[src/rtl/shift_operand_stage_pkg.sv]
// rtl/shift_operand_stage_pkg.sv - shared constants, FSM states and entry type for shift_operand_stage
package shift_operand_stage_pkg;

  localparam int ENT_DATA_W  = 32;
  localparam int ENT_SHAMT_W = 5;

  localparam logic [5:0] OPC_RTYPE = 6'h00;

  localparam logic [5:0] FN_SRL  = 6'h10;
  localparam logic [5:0] FN_SLL  = 6'h11;
  localparam logic [5:0] FN_ROR  = 6'h12;
  localparam logic [5:0] FN_ROL  = 6'h13;
  localparam logic [5:0] FN_SRLV = 6'h14;
  localparam logic [5:0] FN_SLLV = 6'h15;
  localparam logic [5:0] FN_RORV = 6'h16;
  localparam logic [5:0] FN_ROLV = 6'h17;

  localparam logic [1:0] SH_SRL = 2'b00;
  localparam logic [1:0] SH_SLL = 2'b01;
  localparam logic [1:0] SH_ROR = 2'b10;
  localparam logic [1:0] SH_ROL = 2'b11;

  typedef enum logic [1:0] {
    ST_EMPTY = 2'd0,
    ST_ONE   = 2'd1,
    ST_FULL  = 2'd2
  } state_t;

  typedef struct packed {
    logic [ENT_DATA_W-1:0]  a;
    logic [1:0]             op;
    logic [ENT_SHAMT_W-1:0] bits;
    logic [4:0]             rd;
    logic                   illegal;
  } entry_t;

  function automatic logic [1:0] shift_op_of(input logic [5:0] funct);
    case (funct)
      FN_SLL, FN_SLLV: shift_op_of = SH_SLL;
      FN_ROR, FN_RORV: shift_op_of = SH_ROR;
      FN_ROL, FN_ROLV: shift_op_of = SH_ROL;
      default:         shift_op_of = SH_SRL;
    endcase
  endfunction

endpackage

[src/rtl/shift_operand_stage_decode.sv]
// rtl/shift_operand_stage_decode.sv - combinational R-type shift decoder producing one stage entry
module shift_decode
  import shift_operand_stage_pkg::*;
(
  input  logic [31:0]           i_instr,
  input  logic [ENT_DATA_W-1:0] i_rs_op,
  input  logic [ENT_DATA_W-1:0] i_rt_op,
  output entry_t                o_entry
);

  logic [5:0] w_opcode;
  logic [4:0] w_rd;
  logic [4:0] w_shamt;
  logic [5:0] w_funct;
  logic       w_unused_fields;

  assign w_opcode        = i_instr[31:26];
  assign w_rd            = i_instr[25:21];
  assign w_shamt         = i_instr[10:6];
  assign w_funct         = i_instr[5:0];
  assign w_unused_fields = ^i_instr[20:11];

  // Illegal encodings still carry rs so the entry flows with a defined payload.
  always_comb begin
    o_entry         = '0;
    o_entry.a       = i_rs_op;
    o_entry.illegal = 1'b1;
    if (w_opcode == OPC_RTYPE) begin
      case (w_funct)
        FN_SRL, FN_SLL, FN_ROR, FN_ROL: begin
          o_entry.op      = shift_op_of(w_funct);
          o_entry.bits    = w_shamt;
          o_entry.rd      = w_rd;
          o_entry.illegal = 1'b0;
        end
        FN_SRLV, FN_SLLV, FN_RORV, FN_ROLV: begin
          o_entry.op      = shift_op_of(w_funct);
          o_entry.bits    = i_rt_op[ENT_SHAMT_W-1:0];
          o_entry.rd      = w_rd;
          o_entry.illegal = 1'b0;
        end
        default: ;
      endcase
    end
  end

endmodule

[src/rtl/shift_operand_stage.sv]
// rtl/shift_operand_stage.sv - ID/EX shift operand stage with 2-entry skid buffer; SHIFT_FWD_EN enables writeback forwarding
module shift_operand_stage
  import shift_operand_stage_pkg::*;
#(
  parameter int DATA_W  = 32,
  parameter int SHAMT_W = 5
) (
  input  logic               clk,
  input  logic               reset_n,
  input  logic               flush,
  input  logic               in_valid,
  output logic               in_ready,
  input  logic [31:0]        in_instr,
  input  logic [DATA_W-1:0]  in_rs_val,
  input  logic [DATA_W-1:0]  in_rt_val,
  input  logic               wb_en,
  input  logic [4:0]         wb_rd,
  input  logic [DATA_W-1:0]  wb_data,
  output logic               out_valid,
  input  logic               out_ready,
  output logic [DATA_W-1:0]  out_a,
  output logic [1:0]         out_op,
  output logic [SHAMT_W-1:0] out_bits,
  output logic [4:0]         out_rd,
  output logic               out_illegal
);

  state_t            r_state;
  state_t            w_state_nxt;
  entry_t            r_main;
  entry_t            r_skid;
  entry_t            w_dec;
  logic [DATA_W-1:0] w_rs_op;
  logic [DATA_W-1:0] w_rt_op;
  logic              w_accept;
  logic              w_load_main;
  logic              w_load_skid;
  logic              w_skid_to_main;

  always_comb begin
    w_rs_op = in_rs_val;
    w_rt_op = in_rt_val;
`ifdef SHIFT_FWD_EN
    // Operands are resolved once here; held entries keep what they captured.
    if (wb_en && (wb_rd == in_instr[20:16]) && (in_instr[20:16] != 5'd0))
      w_rs_op = wb_data;
    if (wb_en && (wb_rd == in_instr[15:11]) && (in_instr[15:11] != 5'd0))
      w_rt_op = wb_data;
`endif
  end

`ifndef SHIFT_FWD_EN
  logic w_unused_wb;
  assign w_unused_wb = ^{wb_en, wb_rd, wb_data};
`endif

  shift_decode u_decode (
    .i_instr (in_instr),
    .i_rs_op (w_rs_op),
    .i_rt_op (w_rt_op),
    .o_entry (w_dec)
  );

  assign in_ready = (r_state != ST_FULL) && reset_n;
  assign w_accept = in_valid && in_ready;

  always_comb begin
    w_state_nxt    = r_state;
    w_load_main    = 1'b0;
    w_load_skid    = 1'b0;
    w_skid_to_main = 1'b0;
    case (r_state)
      ST_EMPTY: begin
        if (w_accept) begin
          w_state_nxt = ST_ONE;
          w_load_main = 1'b1;
        end
      end
      ST_ONE: begin
        if (w_accept && out_ready) begin
          w_load_main = 1'b1;
        end else if (w_accept) begin
          w_state_nxt = ST_FULL;
          w_load_skid = 1'b1;
        end else if (out_ready) begin
          w_state_nxt = ST_EMPTY;
        end
      end
      ST_FULL: begin
        if (out_ready) begin
          w_state_nxt    = ST_ONE;
          w_skid_to_main = 1'b1;
        end
      end
      default: w_state_nxt = ST_EMPTY;
    endcase
    if (flush) begin
      w_state_nxt    = ST_EMPTY;
      w_load_main    = 1'b0;
      w_load_skid    = 1'b0;
      w_skid_to_main = 1'b0;
    end
  end

  always_ff @(posedge clk) begin
    if (!reset_n) begin
      r_state <= ST_EMPTY;
      r_main  <= '0;
      r_skid  <= '0;
    end else begin
      r_state <= w_state_nxt;
      if (w_load_main)
        r_main <= w_dec;
      else if (w_skid_to_main)
        r_main <= r_skid;
      if (w_load_skid)
        r_skid <= w_dec;
    end
  end

  assign out_valid   = (r_state != ST_EMPTY);
  assign out_a       = r_main.a;
  assign out_op      = r_main.op;
  assign out_bits    = r_main.bits;
  assign out_rd      = r_main.rd;
  assign out_illegal = r_main.illegal;

endmodule
[config.mk]
export PLATFORM = sky130hd
export DESIGN_NAME = shift_operand_stage
export DESIGN_NICKNAME = d
export VERILOG_FILES = /design/src/rtl/shift_operand_stage_pkg.sv /design/src/rtl/shift_operand_stage_decode.sv /design/src/rtl/shift_operand_stage.sv
export SDC_FILE = /design/constraint.sdc
export NUM_CORES = 1
export LEC_CHECK = 0
export CAP_MARGIN = 40
export CORE_ASPECT_RATIO = 0.75
export CORE_UTILIZATION = 44
export DETAILED_ROUTE_END_ITERATION = 10
export GPL_ROUTABILITY_DRIVEN = 0
export PLACE_DENSITY = 0.93
export SLEW_MARGIN = 10
export SYNTH_ARGS = -nofsm -noshare
export SYNTH_HDL_FRONTEND = slang
export SYNTH_SLANG_ARGS = --single-unit
[constraint.sdc]
create_clock -name clk -period 2.8 [get_ports clk]
set_input_delay 0.42 -clock clk [delete_from_list [all_inputs] [get_ports clk]]
set_output_delay 0.42 -clock clk [all_outputs]
set_load 0.1 [all_outputs]
==> results.toml, run 1 <==
[run_status]
status = "finished, final reports clean"

[power_and_ir_drop]
power_switching_uw = 806.5
power.internal_mw = 2.218
ir_worst_vdd_uv = 386.3
clkPwrFrac_pct = 39.9
leakagePower_nw = 1.890
fin_total_pwr_mw = 3.025
power_frac_seq_pct = 44.8
power.density_nw_per_um2 = 586.3
p_comb_share_pct = 15.2
switching_share_pct = 26.66

[finish]
final_cell_mix = "nand2_1, dfxtp_1, a21oi_1"
layout_commonest_cell = "nand2_1"
diodes = 0
drive_gt1_share_pct = 15.71
final_nets = 694
fin_cells = 665
fin_util_pct = 63.47
syn_to_final_growth_pct = 36.21

[cts]
cts_resized = 0
cts_buffers = 9
clock_sinks = 92
cts_max_level = 3
postCtsSetupRepairBufs = 0
clockBufferDepth = 2
cts_tree = "yes"
clockRootBuffer = "clkbuf_16"
hold_buffers = 0
insertion_delay_ps = 330
path_clk_slew_ps = 60

[floorplanning]
ioPinCount = 186
core_um2 = 8128
fp-row-count = 28
start_util_pct = 46.60
dieHeight_um = 82.35
die_area_um2 = 8987
die-width_um = 109.1

[setup_path]
required_ps = 2380
crit_path_end_kind = "output pin"
crit_type = "in -> out"
startpoint_type = "input port"
cp_max_fo = 56
arrival_ps = 1490

[timing]
slew-limit-headroom_pct = 66.09
finalCriticalPeriod_ps = 1911
tightest_slew_ps = 508.7
clock-skew-final_ps = 5.771
setup_tns_ps = 0
slew_violations = 0
final_hold_viol_count = 0
hold_slack_ps = 449.8
rsz0062_at_grt = "no"
max_freq_mhz = 523.2
setup_viol = 0
period_share_pct = 68.27

[route]
drt-met1-wl_um = 4125
ant_nets = 0
drtIter0Drc = 167
drc = 0
dr_wl_met3_um = 648
top_layer_used = "met4"
detail_route.wl_per_cell_um = 14.74
dr.pass1.iters = 4
viasPerCell = 5.383
num_vias = 3580
routed_wl_um = 9803
wl_met2_um = 4930

[run]
maxCapViolations = 0

[synth]
synth_nets = 597
syn_inst = 458
synthArstFlopShare_pct = 0
ys_warn_count = 0
synthFlopType = "dfxtp_1"
ys_types = 29
synth_edf_count = 0
synth_seq_cells = 92
ys_seq_area_share_pct = 48.63
syn_avg_cell_area_um2 = 8.269
synthesis.area_um2 = 3787

[placed_design]
placed_cells = 649
place.port_buffers = 110
dp_hpwl_um = 6753

[global_route]
gr-total-overflow = 0
grt_pass1_vias = 3371
grt_max_degree = 57
grt_usage_pct = 22.11
antenna_found_initial = 0
grt_pass1_wl_um = 15320

[min_path]
hold_class = "reg -> reg"
through the flow:
| stage | cell area (um^2) | setup slack (ps) |
|---|---|---|
| 2_1_floorplan | 3787 | 86.36 |
| 4_1_cts | 5159 | 877.7 |
| 5_1_grt | 5159 | 722.9 |
| 3_5_place_dp | 4856 | 584.6 |
| 3_3_place_gp | 4856 | 600.5 |
| 6_report | 5159 | 888.5 |
worst paths after layout:
path                            slack [ps]       start    endpoint  cells after the start
worst max-delay path                   890     reset_n    in_ready                      4
worst min-delay path                   450  r_skid[30]   out_a[17]                      2
worst max register to register        1120  r_state[1]  r_skid[14]                      6
worst min register to register         450  r_skid[30]   out_a[17]                      2
power groups by stage:
stage,clock network (mW),registers [mW],logic (mW)
2_1_floorplan,0,1.56,0.116
3_3_place_gp,0,1.38,0.453
3_5_place_dp,0,1.38,0.461
4_1_cts,1.23,1.36,0.462
5_1_grt,1.29,1.36,0.485
6_report,1.21,1.36,0.461
final cells by class:
class | count | area, um^2
multi-input cells | 325 | 1747
inverters | 2 | 7.507
clock buffers | 11 | 242.7
clock inverters | 5 | 60.06
flip-flops and latches | 92 | 1842
fillers | 672 | 2969
well taps | 105 | 131.4
repair buffers | 125 | 1129
cell usage after synthesis, types with 3 or more instances:
cell type,instances,area share [%]
nand2_1,106,11
o21ai_1,25,3.3
buf_2,17,2.2
buf_4,6,1.2
o21ai_0,20,2.6
nand2b_1,3,0.50
clkbuf_1,12,1.2
mux2_2,5,1.5
nand3_1,25,3.3
nand4_1,7,1.2
a21boi_1,31,6.1
dfxtp_1,92,49
o22ai_1,6,0.99
a21oi_1,66,8.7
mux2i_1,15,4.0
nor2_1,3,0.30
registers in the layout, indices dropped and copies added, names as in the netlist:
| name | cells |
|---|---|
| out_a | 32 |
| out_op | 2 |
| r_skid | 45 |
| r_state | 2 |
| out_rd | 5 |
| out_bits | 5 |
| out_illegal | 1 |
per-layer routing:
| layer | track usage [%] | vias up |
|---|---|---|
| met5 | 0 | - |
| met4 | 6.622 | 0 |
| met3 | 6.358 | 10 |
| met2 | 39.75 | 136 |
| met1 | 25.61 | 1658 |
| li1 | - | 1776 |
logic make-up after synthesis:
logic type      Yosys count  share of synthesized area (%)
simple gates            154                          17.87
compound gates          151                          22.43
flops                    92                          48.63
buf+inv                  41                          5.616
mux                      20                          5.451
worst max-delay path: stages:
cell and delay [ps]:
buf_2 110, buf_4 420, a21boi_1 320, buf_12 210
(Power assumes the default switching activity.)
==> run 2: changes to the inputs <==
- CORE_UTILIZATION: 44 -> 40
- PLACE_DENSITY: 0.93 -> 0.87
- clock period: 2.8 -> 1.95 ns (I/O delays scaled with it)
==> run 2 against run 1 <==
Compared with the run above: flip-flop and latch count did not move; via count rose by 0.56%; register-to-register slack got worse by 710 ps; first-iteration DRC count rose by 110%; final area rose by 2.7%; worst setup slack got worse by 510 ps; global-route usage fell by 2.1 points; critical endpoint is now out_a[11].
==> results.toml, run 2 (synthesized netlist as in run 1, its figures left out) <==
[run_status]
status = "finished, final reports clean"

[floorplanning]
dieHeight_um = 86.27
core_um2 = 9121
die_area_um2 = 9866
fp-row-count = 30
start_util_pct = 41.52
die-width_um = 114.4
ioPinCount = 186

[setup_path]
startpoint_type = "input port"
critPathTopFamily = "buffers and inverters"
path_cells = "clkdlybuf4s50_1 > nand2b_1 > nand2_1 > buf_12 > o21ai_0 > a21oi_1"
arrival_ps = 1790
crit_path_end_kind = "flop"
worstRegToRegCells = 5
cp_max_fo = 28
crit_buf_inv = 2
slowest_delay_ps = 590
cp.depth = 6
required_ps = 2170
crit_slowest_cell = "clkdlybuf4s50_1"
crit_type = "in -> reg"

[finish]
diodes = 0
multiInputGateArea_um2 = 1753
syn_to_final_growth_pct = 39.87
layout_commonest_cell = "nand2_1"
num-fill-cells = 788
drive_gt1_share_pct = 17.14
largest_reg_flops = 45
max_flop_register = "r_skid"
final_cell_mix = "nand2_1, dfxtp_1, a21oi_1"
final_nets = 700
seqCellArea_um2 = 1842
fin_cells = 694

[power_and_ir_drop]
power.density_nw_per_um2 = 829.3
fin_total_pwr_mw = 4.394
power_frac_seq_pct = 44.3
power.internal_mw = 3.205
ir_worst_vdd_uv = 425.4
p_comb_share_pct = 15.5
leakagePower_nw = 1.943
switching_share_pct = 27.05
power_switching_mw = 1.188
clkPwrFrac_pct = 40.3

[global_route]
antenna_found_initial = 0
gr-total-overflow = 0
grt_pass1_wl_um = 15680
grt_max_degree = 52
grt_usage_pct = 19.99
grt_pass1_vias = 3385

[timing]
final_hold_viol_count = 0
finalCriticalPeriod_ps = 1571
tightest_slew_ps = 485.4
setup_viol = 0
slew-limit-headroom_pct = 67.64
hold_slack_ps = 439.9
clock-skew-final_ps = 6.627
slew_violations = 0
rsz0062_at_grt = "no"
max_freq_mhz = 636.7
period_share_pct = 80.54
setup_tns_ps = 0

[placed_design]
dp_hpwl_um = 6663
placed_cells = 678
place.port_buffers = 110

[cts]
hold_buffers = 0
clockRootBuffer = "clkbuf_16"
postCtsSetupRepairBufs = 0
path_clk_slew_ps = 70
insertion_delay_ps = 330
cts_resized = 0
clockBufferDepth = 2
cts_max_level = 3
cts_buffers = 9
clock_sinks = 92
cts_tree = "yes"

[route]
routed_wl_um = 9698
drc = 0
viasPerCell = 5.187
dr.pass1.iters = 4
num_vias = 3600
ant_nets = 0
drtIter0Drc = 345
detail_route.wl_per_cell_um = 13.97

[min_path]
worstHoldPathCells = 3
hold_class = "in -> reg"

[run]
maxCapViolations = 0
[run 2: worst reg2reg max path: cells and delay by family, from the launching register on]
| kind | cells | cell delay [ps] |
|---|---|---|
| flops | 1 | 400 |
| buf+inv | 1 | 240 |
| compound gates | 2 | 260 |
| simple gates | 2 | 540 |
[run 2: area by class of cell]
cell class,instances,area share (%)
well taps,128,3.023
clock inverters,6,1.370
repair buffers,131,23.10
multi-input cells,325,33.09
clock buffers,10,4.511
inverters,2,0.1417
flip-flops and latches,92,34.77
[run 2: worst paths after layout]
check | slack (ps) | startpoint | endpoint
worst min-delay path | 440 | reset_n | r_state[0]
worst max-delay path | 380 | out_ready | out_a[11]
worst min register to register | 450 | r_skid[27] | out_a[14]
worst max register to register | 410 | r_state[1] | out_a[11]
[run 2: power by group through the flow]
stage               sequential [mW]  combinational [mW]  clock (mW)
detailed placement             1.99               0.679           0
CTS                            1.94               0.681        1.80
global route                   1.95               0.715        1.89
global placement               1.98               0.670           0
floorplan                      2.24               0.168           0
finish                         1.94               0.680        1.77
[run 2: per-stage QoR]
| stage | instance area (um^2) | util, % | worst slack, ps |
|---|---|---|---|
| finish | 5298 | 58.08 | 379.5 |
| global route | 5298 | 58.08 | 240.5 |
| CTS | 5298 | 58.08 | 391.8 |
| detailed placement | 4986 | 54.66 | 70.17 |
| global placement | 4986 | 54.66 | 106.3 |
| floorplan | 3791 | - | 83.41 |
[run 2: metal layers]
metal  GRT usage [%]  share of wire (%)  wire length (um)  vias to the layer above
met5               0                  0                 0                        -
met4           5.785                1.0                99                        0
met3           4.545                6.1               590                        9
met2           35.37                 50              4805                      117
met1           24.42                 43              4203                     1695
li1                -                  -                 -                     1779
